[src/rtl/risc_pkg.sv]
// risc_pkg: shared funct3 encodings and LSU state type for the MEM stage
package risc_pkg;
    localparam logic [2:0] F3_B   = 3'b000;
    localparam logic [2:0] F3_H   = 3'b001;
    localparam logic [2:0] F3_W   = 3'b010;
    localparam logic [2:0] F3_BU  = 3'b100;
    localparam logic [2:0] F3_HU  = 3'b101;
    localparam logic [2:0] F3_BEQ = 3'b000;
    localparam logic [2:0] F3_BNE = 3'b001;
    typedef enum logic [1:0] {IDLE, WAIT, DONE} lsu_state_t;
endpackage

[src/rtl/lsu_align.sv]
// lsu_align: byte enables, store lane replication, load extraction and legality checks
module lsu_align
    import risc_pkg::*;
(
    input  logic [2:0]  i_f3,
    input  logic [1:0]  i_a,
    input  logic        i_store,
    input  logic [31:0] i_rs2,
    input  logic [31:0] i_rdata,
    output logic [3:0]  o_be,
    output logic [31:0] o_wdata,
    output logic [31:0] o_ld,
    output logic        o_mis,
    output logic        o_ill
);
    logic        w_h;
    logic        w_w;
    logic [7:0]  w_byte;
    logic [15:0] w_half;
    logic        w_ld_ok;
    assign w_h     = i_f3[1:0] == 2'b01;
    assign w_w     = i_f3[1:0] == 2'b10;
    assign w_byte  = i_a == 2'd3 ? i_rdata[31:24] : i_a == 2'd2 ? i_rdata[23:16] :
                     i_a == 2'd1 ? i_rdata[15:8] : i_rdata[7:0];
    assign w_half  = i_a[1] ? i_rdata[31:16] : i_rdata[15:0];
    assign w_ld_ok = i_f3 == F3_B || i_f3 == F3_H || i_f3 == F3_W || i_f3 == F3_BU || i_f3 == F3_HU;
    assign o_mis   = (w_h & i_a[0]) | (w_w & |i_a);
    assign o_ill   = i_store ? (i_f3[2] | &i_f3[1:0]) : !w_ld_ok;
    assign o_be    = !i_store ? 4'b1111 : w_w ? 4'b1111 :
                     w_h ? (i_a[1] ? 4'b1100 : 4'b0011) : 4'b0001 << i_a;
    assign o_wdata = w_w ? i_rs2 : w_h ? {2{i_rs2[15:0]}} : {4{i_rs2[7:0]}};
    // f3[2] selects zero-extension (LBU/LHU)
    assign o_ld    = w_w ? i_rdata :
                     w_h ? {{16{!i_f3[2] & w_half[15]}}, w_half} :
                           {{24{!i_f3[2] & w_byte[7]}}, w_byte};
endmodule

[src/rtl/mem_stage_lsu.sv]
// mem_stage_lsu: MEM-stage load/store unit with req/ack handshake, timeout and branch resolve
module mem_stage_lsu
    import risc_pkg::*;
#(
    parameter int TIMEOUT_CYCLES = 64,
    parameter int CNT_W          = 7
) (
    input  logic        clk,
    input  logic        res,
    input  logic [2:0]  funct3_in,
    input  logic        zero_in,
    input  logic [31:0] ALU_in,
    input  logic [31:0] reg2_data_in,
    input  logic        Branch_MEM_in,
    input  logic        MemRead_MEM_in,
    input  logic        MemWrite_MEM_in,
    input  logic        dmem_ack,
    input  logic [31:0] dmem_rdata,
    output logic        dmem_req,
    output logic        dmem_we,
    output logic [31:0] dmem_addr,
    output logic [31:0] dmem_wdata,
    output logic [3:0]  dmem_be,
    output logic [31:0] load_data_out,
    output logic        stall_out,
    output logic        PCSrc_out,
    output logic        fault_out
);
    lsu_state_t       r_state;
    logic [CNT_W-1:0] r_cnt;
    logic             r_req;
    logic             r_we;
    logic [31:0]      r_addr;
    logic [1:0]       r_a;
    logic [2:0]       r_f3;
    logic [31:0]      r_wdata;
    logic [3:0]       r_be;
    logic [31:0]      r_ld;
    logic             r_fault;
    logic             w_idle;
    logic             w_acc;
    logic             w_bad;
    logic             w_mis;
    logic             w_ill;
    logic [3:0]       w_be;
    logic [31:0]      w_wdata;
    logic [31:0]      w_ld;
    assign w_idle = r_state == IDLE;
    assign w_acc  = MemRead_MEM_in | MemWrite_MEM_in;
    assign w_bad  = w_mis | w_ill | (MemRead_MEM_in & MemWrite_MEM_in);
    // In IDLE the live instruction is decoded; once issued, the registered copy drives alignment
    lsu_align u_align (
        .i_f3    (w_idle ? funct3_in : r_f3),
        .i_a     (w_idle ? ALU_in[1:0] : r_a),
        .i_store (w_idle ? MemWrite_MEM_in : r_we),
        .i_rs2   (reg2_data_in),
        .i_rdata (dmem_rdata),
        .o_be    (w_be),
        .o_wdata (w_wdata),
        .o_ld    (w_ld),
        .o_mis   (w_mis),
        .o_ill   (w_ill)
    );
    assign stall_out     = res & w_acc & !w_bad & (r_state != DONE);
    assign PCSrc_out     = Branch_MEM_in & (funct3_in == F3_BEQ ? zero_in : funct3_in == F3_BNE ? !zero_in : 1'b0);
    assign dmem_req      = r_req;
    assign dmem_we       = r_we;
    assign dmem_addr     = r_addr;
    assign dmem_wdata    = r_wdata;
    assign dmem_be       = r_be;
    assign load_data_out = r_ld;
    assign fault_out     = r_fault;
    // Access FSM: issue, wait for ack or timeout, then one DONE cycle to release the pipeline
    always_ff @(posedge clk or negedge res) begin
        if (!res) begin
            r_state <= IDLE;
            r_cnt   <= '0;
            r_req   <= 1'b0;
            r_we    <= 1'b0;
            r_addr  <= '0;
            r_a     <= '0;
            r_f3    <= '0;
            r_wdata <= '0;
            r_be    <= '0;
            r_ld    <= '0;
            r_fault <= 1'b0;
        end else begin
            r_fault <= 1'b0;
            case (r_state)
                IDLE: begin
                    if (w_acc && w_bad) begin
                        r_fault <= 1'b1;
                        r_ld    <= '0;
                    end else if (w_acc) begin
                        r_req   <= 1'b1;
                        r_we    <= MemWrite_MEM_in;
                        r_addr  <= {ALU_in[31:2], 2'b00};
                        r_a     <= ALU_in[1:0];
                        r_f3    <= funct3_in;
                        r_wdata <= w_wdata;
                        r_be    <= w_be;
                        r_cnt   <= '0;
                        r_state <= WAIT;
                    end
                end
                WAIT: begin
                    r_cnt <= r_cnt + 1'b1;
                    if (dmem_ack) begin
                        r_req   <= 1'b0;
                        r_ld    <= r_we ? r_ld : w_ld;
                        r_state <= DONE;
                    end else if (r_cnt == CNT_W'(TIMEOUT_CYCLES - 1)) begin
                        r_req   <= 1'b0;
                        r_fault <= 1'b1;
                        r_ld    <= '0;
                        r_state <= DONE;
                    end
                end
                default: begin
                    r_cnt   <= '0;
                    r_state <= IDLE;
                end
            endcase
        end
    end
endmodule
[config.mk]
export PLATFORM = sky130hd
export DESIGN_NAME = mem_stage_lsu
export DESIGN_NICKNAME = d
export VERILOG_FILES = /design/src/rtl/risc_pkg.sv /design/src/rtl/lsu_align.sv /design/src/rtl/mem_stage_lsu.sv
export SDC_FILE = /design/constraint.sdc
export NUM_CORES = 1
export LEC_CHECK = 0
export BUFFER_PORTS_ARGS = -buffer_cell sky130_fd_sc_hd__buf_2
export CAP_MARGIN = 20
export CORE_UTILIZATION = 55
export CTS_BUF_LIST = sky130_fd_sc_hd__clkbuf_4
export CTS_CLUSTER_SIZE = 10
export DETAILED_ROUTE_END_ITERATION = 10
export HOLD_SLACK_MARGIN = 0.03
export PLACE_DENSITY_LB_ADDON = 0.12
export SLEW_MARGIN = 0
export SYNTH_ARGS = -nofsm -noshare
export SYNTH_HDL_FRONTEND = slang
export SYNTH_SLANG_ARGS = --single-unit
[constraint.sdc]
create_clock -name clk -period 3.2 [get_ports clk]
set_input_delay 0.32 -clock clk [delete_from_list [all_inputs] [get_ports clk]]
set_output_delay 0.32 -clock clk [all_outputs]
set_load 0.02 [all_outputs]
# After elaboration in Yosys (flattened, before gate mapping)
# Cells that the tools add are included.
# classes
bitwise	15
n_mux	40
shift	1
eq_ne	18
n_addsub	1
reduce_logical	20
# ops
cell	n
$mux 32	8
$pmux 32 s2	1
$mux 8	3
$mux 16	1
$mux 4	4
$mux 7	2
$pmux 7 s2	1
$mux 1	11
$mux 2	5
$and 1x1->1	9
$reduce_and 4->1	2
$add 7x1->7 const B	1
$eq 7x6->1 const B	1
$eq 2x1->1 const B	3
$eq 2x2->1 const B	3
$eq 3x1->1 const B	2
$eq 3x3->1 const B	2
$logic_not 3->1	2
$ne 3x3->1 const B	2
$reduce_and 3->1	2
$or 1x1->1	5
$logic_not 1->1	4
$logic_or 1x1->1	4
$ne 2x1->1 const B	2
12 further kinds	15
# totals
output_inout_bits	105
wordCells	106
in_bits	106
reg_bits	115

# Depth between registers and ports, before layout
# Gate-level depths: netlist of run 1.
# depth
depth_word	14
ltp_mapped	9
ltp_nobuf	7

# Modules after synthesis
# Synthesis of run 1 repeated with hierarchy kept, for this count alone.
# unflattened
cells_unflattened	563
area_unflattened_um2	6367.4
# modules_own_cells
module	cells_each	seq_area_each_um2	area_each_um2	n_inst
mem_stage_lsu	331	2877.8	4787.1	1
lsu_align	232	0.0	1580.3	1

# Least setup slack after synthesis of run 1
# No wires, ideal clock.
# synth_path
path_type	flip-flop to output port
from	register r_state[0]
to	output port stall_out
t_required_ns	2.880
arrival_ns	1.977
n_path_buf	1
path_stages_with_launch	7
path_slack_ns	0.903
cell_sequence	dfrtp_1 > buf_2 > nor4_1 > a21oi_1 > a2bb2oi_1 > or2_2 > a311oi_1
# synth_between
elab_chain_len	14
elab_cells_between_ends	29
cone_classes	eq/ne (7); mux (4); bitwise (8); reduce/logical (10)
# synth_lines
item	line	rtl
from (decl)	mem_stage_lsu.sv:29	lsu_state_t r_state;
from (signal assigned)	mem_stage_lsu.sv:76	r_state <= IDLE;
from (signal assigned)	mem_stage_lsu.sv:103	r_state <= WAIT;
from (signal assigned)	mem_stage_lsu.sv:111	r_state <= DONE;
$logic_not 2->1	mem_stage_lsu.sv:48	assign w_idle = r_state == IDLE;
$mux 3	mem_stage_lsu.sv:53	.i_f3 (w_idle ? funct3_in : r_f3),
$eq 3x1->1 / $logic_not 3->1 (equally long branches)	lsu_align.sv:26	assign w_ld_ok = i_f3 == F3_B || i_f3 == F3_H || i_f3 == F3_W || i_f3 == F3_BU || i_f3 == F3_HU;
$logic_or 1x1->1 (4 in series)	lsu_align.sv:26	
$logic_not 1->1	lsu_align.sv:28	assign o_ill = i_store ? (i_f3[2] | &i_f3[1:0]) : !w_ld_ok;
$mux 1	lsu_align.sv:28	
$or 1x1->1 (2 in series)	mem_stage_lsu.sv:50	assign w_bad = w_mis | w_ill | (MemRead_MEM_in & MemWrite_MEM_in);
$logic_not 1->1	mem_stage_lsu.sv:64	assign stall_out = res & w_acc & !w_bad & (r_state != DONE);
$and 1x1->1	mem_stage_lsu.sv:64	
$and 1x1->1 (*)	mem_stage_lsu.sv:64	
to (decl)	mem_stage_lsu.sv:25	output logic stall_out,
# Mark *: on every way between the ends. The rest lies on a longest branch, timed or not.

# Final worst setup path of run 1
# Same ends and word-level chain as after synthesis.

==> results.toml, run 1 <==
[status]
status = "completed"

[global_route]
grt_pass1_vias = 4994
grtUsageTotal_pct = 30.5
gr-total-overflow = 0
grtUsageMet2_pct = 51.3
grt_pass1_wl_um = 24400
busiest_layer = "met2"
grtUsageMet3_pct = 8.54
grt_antenna_before_repair = 0
grt_max_degree = 71
use_met1_pct = 37.5

[clock_network]
cts_buffers = 17
cts_tree = "done"
htree_levels = 4
insertion_delay_ns = 0.51
clkSinkCount = 115
clk_pin_slew_ns = 0.11
postCtsSetupRepairBufs = 0
ctsRootBufferMaster = "clkbuf_4"
cts_buffer_depth = 2

[routing]
drt_pass1_iterations = 5
wl_per_cell_um = 17.4
drc_errors = 0
wl_um = 15800
vias_per_cell = 5.71
antenna_left = 0
vias = 5186
drt_iter0_drc = 412

[critical_path]
reg2reg_depth = 7
critPathCaptureType = "output port"
path_class = "flop to output port"
r2r_setup_slack_ns = 0.55
path_max_fanout = 14
critPathRequiredTime_ns = 2.88
crit_arrival_ns = 2.69
start_kind = "flop"

[timing]
slew_headroom_pct = 41.4
slew_viol_final = 0
rsz0062_at_grt = "no"
hold_viol_final = 0
finClkSkew_ns = 0.0133
max_freq_ghz = 0.332
whs_ns = 0.0736
finalSetupViolCount = 0
fin_setup_tns_ns = 0
fin_crit_sh_pct = 94.1
worst_slew_pin_slew_ns = 0.879
min_period_ns = 3.01

[yosys]
synth_top_flop_cell = "dfrtp_1"
yosysSeqAreaShare_pct = 51.5
yosys.area_share.simple_pct = 11.9
synth-async-reset-ratio_pct = 100
syn_avg_cell_area_um2 = 10.8
synthTopCellsByArea = "dfrtp_1, mux2_1, nor2_1"
synth_xor_xnor_area_share_pct = 0.627
synth_fa_ha_area_share_pct = 0.224
muxShareOfSynthArea_pct = 9.98
synth_top_area_share_pct = 51.5
synth.most_common_cell = "dfrtp_1"
synth-seq-cells = 115
synth_area_um2 = 5590
synthTopCellsByCount = "dfrtp_1, nor2_1, nand2_1"
netlist_instances = 520
synth_top_area_cell = "dfrtp_1"
synth_compound_area_share_pct = 21.4
ys_warn_count = 0
ys_types = 60
synth_top_family_by_area = "compound AO/OA/AOI/OAI gates"
synth_edf_count = 0

[power_and_ir_drop]
power_density_nw_per_um2 = 978
power.leakage_nw = 3.53
ir_drop_mv = 0.479

[finish]
design_area_um2 = 7390
drive_gt1_share_pct = 36.0
areaGrowthSynthToFinish_pct = 32.2
layout.cells.non_filler = 908
diodes = 0
nNetsFinal = 871

[die]
initial_core_util_pct = 56.9
dieArea_um2 = 10600
row_count = 36
boundaryPins = 211
fp.coreArea_um2 = 9820
dieHeight_um = 103
fp.dieW_um = 103

[worst_hold_path]
hold_path_depth = 2
worst_hold_path_type = "input port to flop"

[placed_design]
place_area_um2 = 6690
place.gp.congestion = 0.866
place_inst = 838
io_buffers = 208
dp.final_hpwl_um = 10700

[flow_run]
max_cap_viol_count = 0
routing by layer:
| layer | wire length [um] | up-vias |
|---|---|---|
| li1 | - | 2401 |
| met1 | 6190 | 2496 |
| met2 | 7870 | 265 |
| met3 | 1430 | 24 |
| met4 | 298 | 0 |
| met5 | 0 | - |
cells by family after synthesis:
| group | after synthesis |
|---|---|
| DFF | 115 |
| buffers and inverters | 41 |
| and+or+nand+nor | 145 |
| other | 1 |
| muxes | 50 |
| adders and majority gates | 1 |
| xor gates and xnor gates | 4 |
| AOI/OAI and AO/OA | 163 |
final timing paths:
| check | from | endpoint |
|---|---|---|
| worst max-delay path | r_state[0]$_DFFE_PN0P_ | stall_out |
| worst min-delay path | MemRead_MEM_in | dmem_we$_DFFE_PN0P_ |
| worst max register to register | r_state[0]$_DFFE_PN0P_ | load_data_out[17]$_DFFE_PN0P_ |
| worst min register to register | dmem_wdata[5]$_DFFE_PN0P_ | dmem_wdata[5]$_DFFE_PN0P_ |
| max in group asynchronous | res | r_cnt[4]$_DFFE_PN0P_ |
| min in group asynchronous | res | dmem_addr[19]$_DFFE_PN0P_ |
layout make-up:
| class | instances | area [um^2] |
|---|---|---|
| inverters | 5 | 18.8 |
| clock inverters | 13 | 168 |
| repair buffers | 260 | 1550 |
| flip-flops and latches | 115 | 2880 |
| fillers | 705 | 2430 |
| well taps | 133 | 166 |
| multi-input cells | 365 | 2490 |
| clock buffers | 17 | 128 |
repair_timing:
action	in CTS	in global routing
resized for setup	1	0
hold buffers	39	1
hold endpoints to repair	83	1
endpoints found under the setup margin	1	0
power breakdown:
part / internal (W) / total [W] / leakage, nW / switching (W)
logic: 0.00138 / 0.00368 / 1.97 / 0.00231
clock network: 0.000598 / 0.00114 / 0.151 / 0.000544
registers: 0.00203 / 0.00240 / 1.41 / 0.000373
total: 0.00401 / 0.00723 / 3.53 / 0.00322
metrics by stage:
stage	setup slack, ns	utilization, %	total power [W]
6_report	0.188	75.3	0.00723
5_1_grt	0.0231	75.3	0.00772
4_1_cts	0.175	75.2	0.00721
3_5_place_dp	0.441	68.2	0.00602
3_3_place_gp	0.597	68.2	0.00591
2_1_floorplan	0.903	-	0.00493
layout by cell type (no fill, tap or decap), types with 3 or more instances in the layout:
cell type      synthesis  layout
o21a_1                 4       4
o21ai_0               21      21
clkinv_1               0       5
inv_1                  5       5
o32ai_1                3       3
nor2_1                72      72
dfrtp_1              115     115
a221oi_1               9       9
and3_1                10      10
buf_2                 12     207
a21oi_1               34      34
a22oi_1                4       4
o21ai_1                4       4
nand2b_1               5       5
mux2_1                33      33
buf_4                  5      12
mux2i_1                6       6
nand2_1               36      36
o2bb2ai_2             10      10
bufinv_16              0       4
a31oi_1               15      15
dlygate4sd3_1          0      40
mux2_2                10      10
o2bb2ai_1             20      20
o22ai_1               13      13
nor3_1                 3       3
clkbuf_4               0      17
a211oi_1               4       4
sequential cells by signal, summed over array words and instances (netlist names):
name,count
dmem_be,4
r_f3,3
fault_out,1
load_data_out,32
r_state,2
r_a,2
dmem_we,1
dmem_addr,30
dmem_wdata,32
dmem_req,1
r_cnt,7
worst max-delay path, stage by stage (launching register included):
cell      delay (ns)
dfrtp_1         0.55
nor2_4          0.32
mux2i_1         0.37
nor2_4          0.10
or2_2           0.30
a311oi_1        0.32
buf_2           0.23
No activity file was read; power rests on OpenSTA's default activity.
==> inputs of run 2 (changes only) <==
--- a/config.mk
+++ b/config.mk
@@ -5,12 +5,13 @@
 export SDC_FILE = /design/constraint.sdc
 export NUM_CORES = 1
 export LEC_CHECK = 0
-export BUFFER_PORTS_ARGS = -buffer_cell sky130_fd_sc_hd__buf_2
+export BUFFER_PORTS_ARGS = -buffer_cell sky130_fd_sc_hd__buf_4
 export CAP_MARGIN = 20
 export CORE_UTILIZATION = 55
 export CTS_BUF_LIST = sky130_fd_sc_hd__clkbuf_4
-export CTS_CLUSTER_SIZE = 10
+export CTS_CLUSTER_SIZE = 40
 export DETAILED_ROUTE_END_ITERATION = 10
+export GPL_TIMING_DRIVEN = 0
 export HOLD_SLACK_MARGIN = 0.03
 export PLACE_DENSITY_LB_ADDON = 0.12
 export SLEW_MARGIN = 0
==> run 2 against run 1 <==
Non-clock buffer count grew 20. Final area grew 7.1%. Wire length grew 8.6%. Critical path type unchanged. Critical endpoint unchanged. Largest power group unchanged.
==> results.toml, run 2 (synthesis gave the netlist of run 1 again) <==
[clock_network]
cts_buffer_depth = 2
cts_resized = 0
cts_hold_buf = 34
clk_pin_slew_ns = 0.10
cts_tree = "done"
cts_buffers = 17
htree_levels = 4
insertion_delay_ns = 0.53
postCtsSetupRepairBufs = 0
ctsRootBufferMaster = "clkbuf_4"
clkSinkCount = 115

[power_and_ir_drop]
power_frac_comb_pct = 55.9
power.internal_w = 0.00415
power.leakage_nw = 3.71
pwr-share-clk_pct = 11.9
switching_share_pct = 44.7
p_sw_w = 0.00335
power_density_nw_per_um2 = 948
ir_drop_mv = 0.500
p_seq_share_pct = 32.2

[timing]
fin_crit_sh_pct = 91.6
slew_headroom_pct = 49.7
hold_viol_final = 0
slew_viol_final = 0
fin_setup_tns_ns = 0
min_period_ns = 2.93
max_freq_ghz = 0.341
worst_slew_pin_slew_ns = 0.750
finClkSkew_ns = 0.0103
rsz0062_at_grt = "no"
finalSetupViolCount = 0

[global_route]
grtUsageTotal_pct = 33.3
grt_max_degree = 70
gr-total-overflow = 0
grt_pass1_vias = 5320
grt_antenna_before_repair = 0
grt_pass1_wl_um = 26100

[finish]
layout_commonest_cell = "buf_4"
final_cell_mix = "buf_4, dfrtp_1, nor2_1"
areaGrowthSynthToFinish_pct = 41.6
nNetsFinal = 891
design_area_um2 = 7920
diodes = 0
drive_gt1_share_pct = 36.3

[die]
boundaryPins = 211
fp.dieW_um = 103
fp.coreArea_um2 = 9820
dieHeight_um = 103
row_count = 36
initial_core_util_pct = 56.9
dieArea_um2 = 10600

[critical_path]
cp_top_family = "simple AND/OR/NAND/NOR gates"
critPathLaunch = "r_state[0]$_DFFE_PN0P_"
path_max_fanout = 10
crit_arrival_ns = 2.61
cp.buffers_inverters = 2
critPathCaptureType = "output port"
worstPathCellList = "buf_2 > nor4_1 > a21oi_1 > a2bb2oi_1 > or2_2 > a311oi_1 > buf_4"
start_kind = "flop"
cp_slowest_cell = "dfrtp_1"
path_class = "flop to output port"
critPathRequiredTime_ns = 2.88
crit_path_max_incr_delay_ns = 0.45
worstReg2RegStart = "r_state[0]$_DFFE_PN0P_"
cp.depth = 7
reg2reg_depth = 6

[routing]
wl_um = 17100
drc_errors = 0
vias = 5372
vias_per_cell = 5.80
drt_pass1_iterations = 5
wl_per_cell_um = 18.5
antenna_left = 0
drt_iter0_drc = 339

[worst_hold_path]
worst_hold_path_type = "input port to flop"
hold_path_depth = 2
min-delay-start = "reg2_data_in[1]"

[flow_run]
max_cap_viol_count = 0

[placed_design]
place_area_um2 = 7340
place.gp.congestion = 0.866
dp.final_hpwl_um = 12000
io_buffers = 207

[status]
status = "completed"
==> run 2: worst paths after layout <==
check | end | slack, ns
hold / removal | dmem_wdata[1]$_DFFE_PN0P_ | 0.05
max in group asynchronous | dmem_wdata[6]$_DFFE_PN0P_ | 2.05
min in group asynchronous | dmem_wdata[9]$_DFFE_PN0P_ | 0.40
hold reg to reg | dmem_addr[31]$_DFFE_PN0P_ | 0.50
setup reg to reg | dmem_wdata[28]$_DFFE_PN0P_ | 0.68
setup / recovery | stall_out | 0.27
==> run 2: final cells by class <==
type | instances | area (um^2)
Sequential cell | 115 | 2880
Multi-Input combinational cell | 365 | 2480
Timing Repair Buffer | 244 | 1940
Fill cell | 624 | 1900
Buffer | 36 | 221
Tap cell | 133 | 166
Clock buffer | 19 | 143
Clock inverter | 10 | 70.1
Inverter | 5 | 18.8
==> run 2: power by group through the flow <==
stage	Clock, W	Combinational (W)	Sequential, W
2_1_floorplan	0	0.00194	0.00300
3_3_place_gp	0	0.00399	0.00238
3_5_place_dp	0	0.00409	0.00243
4_1_cts	0.000891	0.00414	0.00240
5_1_grt	0.000949	0.00453	0.00248
6_report	0.000889	0.00420	0.00242
==> run 2: worst reg2reg max path: cells and delay by family, from the launching register on <==
| kind | cells | cell delay [ns] |
|---|---|---|
| AO/OA/AOI/OAI | 3 | 0.66 |
| buffers and inverters | 2 | 0.76 |
| flip-flops | 1 | 0.45 |
| AND/OR/NAND/NOR | 1 | 0.56 |
==> run 2: metal layers <==
| metal | global-route usage [%] | up-vias | share of wire, % |
|---|---|---|---|
| met1 | 40.3 | 2591 | 38 |
| met3 | 11.0 | 41 | 9.6 |
| met4 | 13.9 | 0 | 2.5 |
| met5 | 0 | - | 0 |
| met2 | 55.0 | 296 | 50 |
| li1 | - | 2444 | - |
==> run 2: metrics by stage <==
stage	util [%]	total power (W)	hold WS, ns	worst slack (ns)	std cells
6_report	80.6	0.00750	0.0491	0.268	927
5_1_grt	80.6	0.00795	0.0302	0.150	927
4_1_cts	80.4	0.00743	0.0302	0.286	925
3_5_place_dp	74.8	0.00652	0.373	0.759	862
3_3_place_gp	74.5	0.00637	0.470	0.727	861
2_1_floorplan	-	0.00493	0.0244	0.903	521
==> inputs of run 3 (changes only) <==
--- a/config.mk
+++ b/config.mk
@@ -7,7 +7,7 @@
 export LEC_CHECK = 0
 export BUFFER_PORTS_ARGS = -buffer_cell sky130_fd_sc_hd__buf_4
 export CAP_MARGIN = 20
-export CORE_UTILIZATION = 55
+export CORE_UTILIZATION = 51
 export CTS_BUF_LIST = sky130_fd_sc_hd__clkbuf_4
 export CTS_CLUSTER_SIZE = 40
 export DETAILED_ROUTE_END_ITERATION = 10
==> constraint.sdc (replaced) <==
create_clock -name clk -period 2.7 [get_ports clk]
set_input_delay 0.27 -clock clk [delete_from_list [all_inputs] [get_ports clk]]
set_output_delay 0.27 -clock clk [all_outputs]
set_load 0.02 [all_outputs]
==> run 3 against run 2 <==
Sequential power rose by 20%. Final cell count grew 4.4%. Sequential share of layout area fell by 2.2 points. Utilization barely moved. Register-to-register slack worse by 0.62 ns. Critical path depth shrank 1. Count of clock-buffer cells in the layout fell by 2. Largest cell class unchanged. Highest routed layer unchanged.
==> results.toml, run 3 (synthesis gave the netlist of run 1 again) <==
[finish]
multi_input_area_um2 = 2540
seqCellArea_um2 = 2880
areaGrowthSynthToFinish_pct = 50.8
drive_gt1_share_pct = 37.5
diodes = 0
layout_commonest_cell = "buf_4"
fill_cells = 634
design_area_um2 = 8430
final_cell_mix = "buf_4, dfrtp_1, nor2_1"
nNetsFinal = 926

[clock_network]
cts_buffers = 17
insertion_delay_ns = 0.51
cts_buffer_depth = 2
clkSinkCount = 115
cts_tree = "done"
htree_levels = 4
clk_pin_slew_ns = 0.11
ctsRootBufferMaster = "clkbuf_4"

[critical_path]
start_kind = "flop"
r2r_setup_slack_ns = 0.06
path_max_fanout = 10
reg2reg_to = "dmem_wdata[26]$_DFFE_PN0P_"
crit_arrival_ns = 3.06
worstReg2RegStart = "r_state[0]$_DFFE_PN0P_"
critPathRequiredTime_ns = 3.12
reg2reg_depth = 6
path_class = "flop to flop"
critPathCaptureType = "flop"

[die]
initial_core_util_pct = 53.4
boundaryPins = 211
dieHeight_um = 107
fp.coreArea_um2 = 10500
dieArea_um2 = 11400
row_count = 37
fp.dieW_um = 107

[global_route]
grtUsageTotal_pct = 33.3
grt_pass1_wl_um = 28800
grt_max_degree = 63
grt_pass1_vias = 5681
grt_antenna_before_repair = 0
gr-total-overflow = 0

[routing]
vias = 5609
wl_per_cell_um = 19.3
vias_per_cell = 5.79
drc_errors = 0
antenna_left = 0
wl_um = 18700
drt_iter0_drc = 413
drt_pass1_iterations = 7

[flow_run]
max_cap_viol_count = 0

[power_and_ir_drop]
power_density_nw_per_um2 = 1130
power.leakage_nw = 3.91
ir_drop_mv = 0.602
total_power_w = 0.00954

[worst_hold_path]
hold_end = "load_data_out[16]$_DFFE_PN0P_"
hold_path_depth = 3
min-delay-start = "dmem_rdata[16]"
worst_hold_path_type = "input port to flop"

[timing]
slew_headroom_pct = 50.0
rsz0062_at_grt = "no"
slew_viol_final = 0
max_freq_ghz = 0.379
min_period_ns = 2.64
finalSetupViolCount = 0
fin_crit_sh_pct = 97.6
fin_setup_tns_ns = 0
fin_ws_ns = 0.0638
hold_viol_final = 0
worst_slew_pin_slew_ns = 0.750
finClkSkew_ns = 0.0238

[status]
status = "completed"

[placed_design]
place_area_um2 = 7350
place.gp.congestion = 0.881
dp_worst_setup_slack_ns = 0.198
dp.final_hpwl_um = 12100
io_buffers = 207
## run 3: cell types whose count changed in the layout (fill, tap and decap cells not counted), sizes merged
cell,before,now
dlygate4sd3,36,64
inv,5,8
clkbuf,31,29
bufinv,1,3
clkinvlp,1,3
clkinv,8,6
buf,232,239
## run 3: layout make-up
class                      instances  share of cell area, %
buffer                            36                   2.86
clock buffer                      17                   1.51
clock inverter                    15                   2.15
inverter                           5                  0.223
multi-input combinational        365                   30.1
sequential                       115                   34.2
tap                              136                   2.02
timing repair buffer             279                   27.0
## run 3: worst max-delay path by stage
stage                                      start                          to  cells past startpoint
after floorplan           r_state[0]$_DFFE_PN0P_                   stall_out                      6
after global placement                       res                   stall_out                      4
after detailed placement  r_state[0]$_DFFE_PN0P_   dmem_wdata[4]$_DFFE_PN0P_                      8
after CTS                 r_state[1]$_DFFE_PN0P_                   stall_out                      7
after global routing      r_state[0]$_DFFE_PN0P_                   stall_out                      7
final                     r_state[0]$_DFFE_PN0P_  dmem_wdata[26]$_DFFE_PN0P_                      6
## run 3: what timing repair did
action                     in CTS  in global routing
hold endpoints to repair      114                  2
pin swaps                       1                  2
gates cloned                    0                  0
resized for setup              11                  9
hold buffers                   62                  2
setup endpoints to repair       1                  1
buffers inserted                0                  7
## run 3: metal layers
layer  wire (um)  part of all wire, %  up-vias  track usage [%]
li1            -                    -     2512                -
met1        7010                   38     2710             38.4
met2        9390                   50      337             57.8
met3        1790                  9.6       50             10.3
met4         488                  2.6        0             12.9
met5           0                    0        -                0
## run 3: per-stage QoR
step                instances  hold WS (ns)  utilization, %
floorplan                 521       -0.0256               -
global placement          864         0.470            69.9
detailed placement        865         0.358            70.2
CTS                       959        0.0306            79.6
global route              968        0.0313            80.6
finish                    968        0.0499            80.6
## run 3: worst max-delay path: stages, from the launching register on
cell and delay, ns:
dfrtp_2 0.47, buf_8 0.17, or4b_1 0.56, o21ai_2 0.32
clkbuf_1 0.58, a221oi_1 0.21, a21oi_1 0.24
## run 3: report_power, final
| part | switching (W) | internal (W) | leakage, nW | total (W) |
|---|---|---|---|---|
| registers | 0.000492 | 0.00241 | 1.41 | 0.00290 |
| logic | 0.00306 | 0.00221 | 2.34 | 0.00527 |
| clock network | 0.000717 | 0.000649 | 0.154 | 0.00137 |
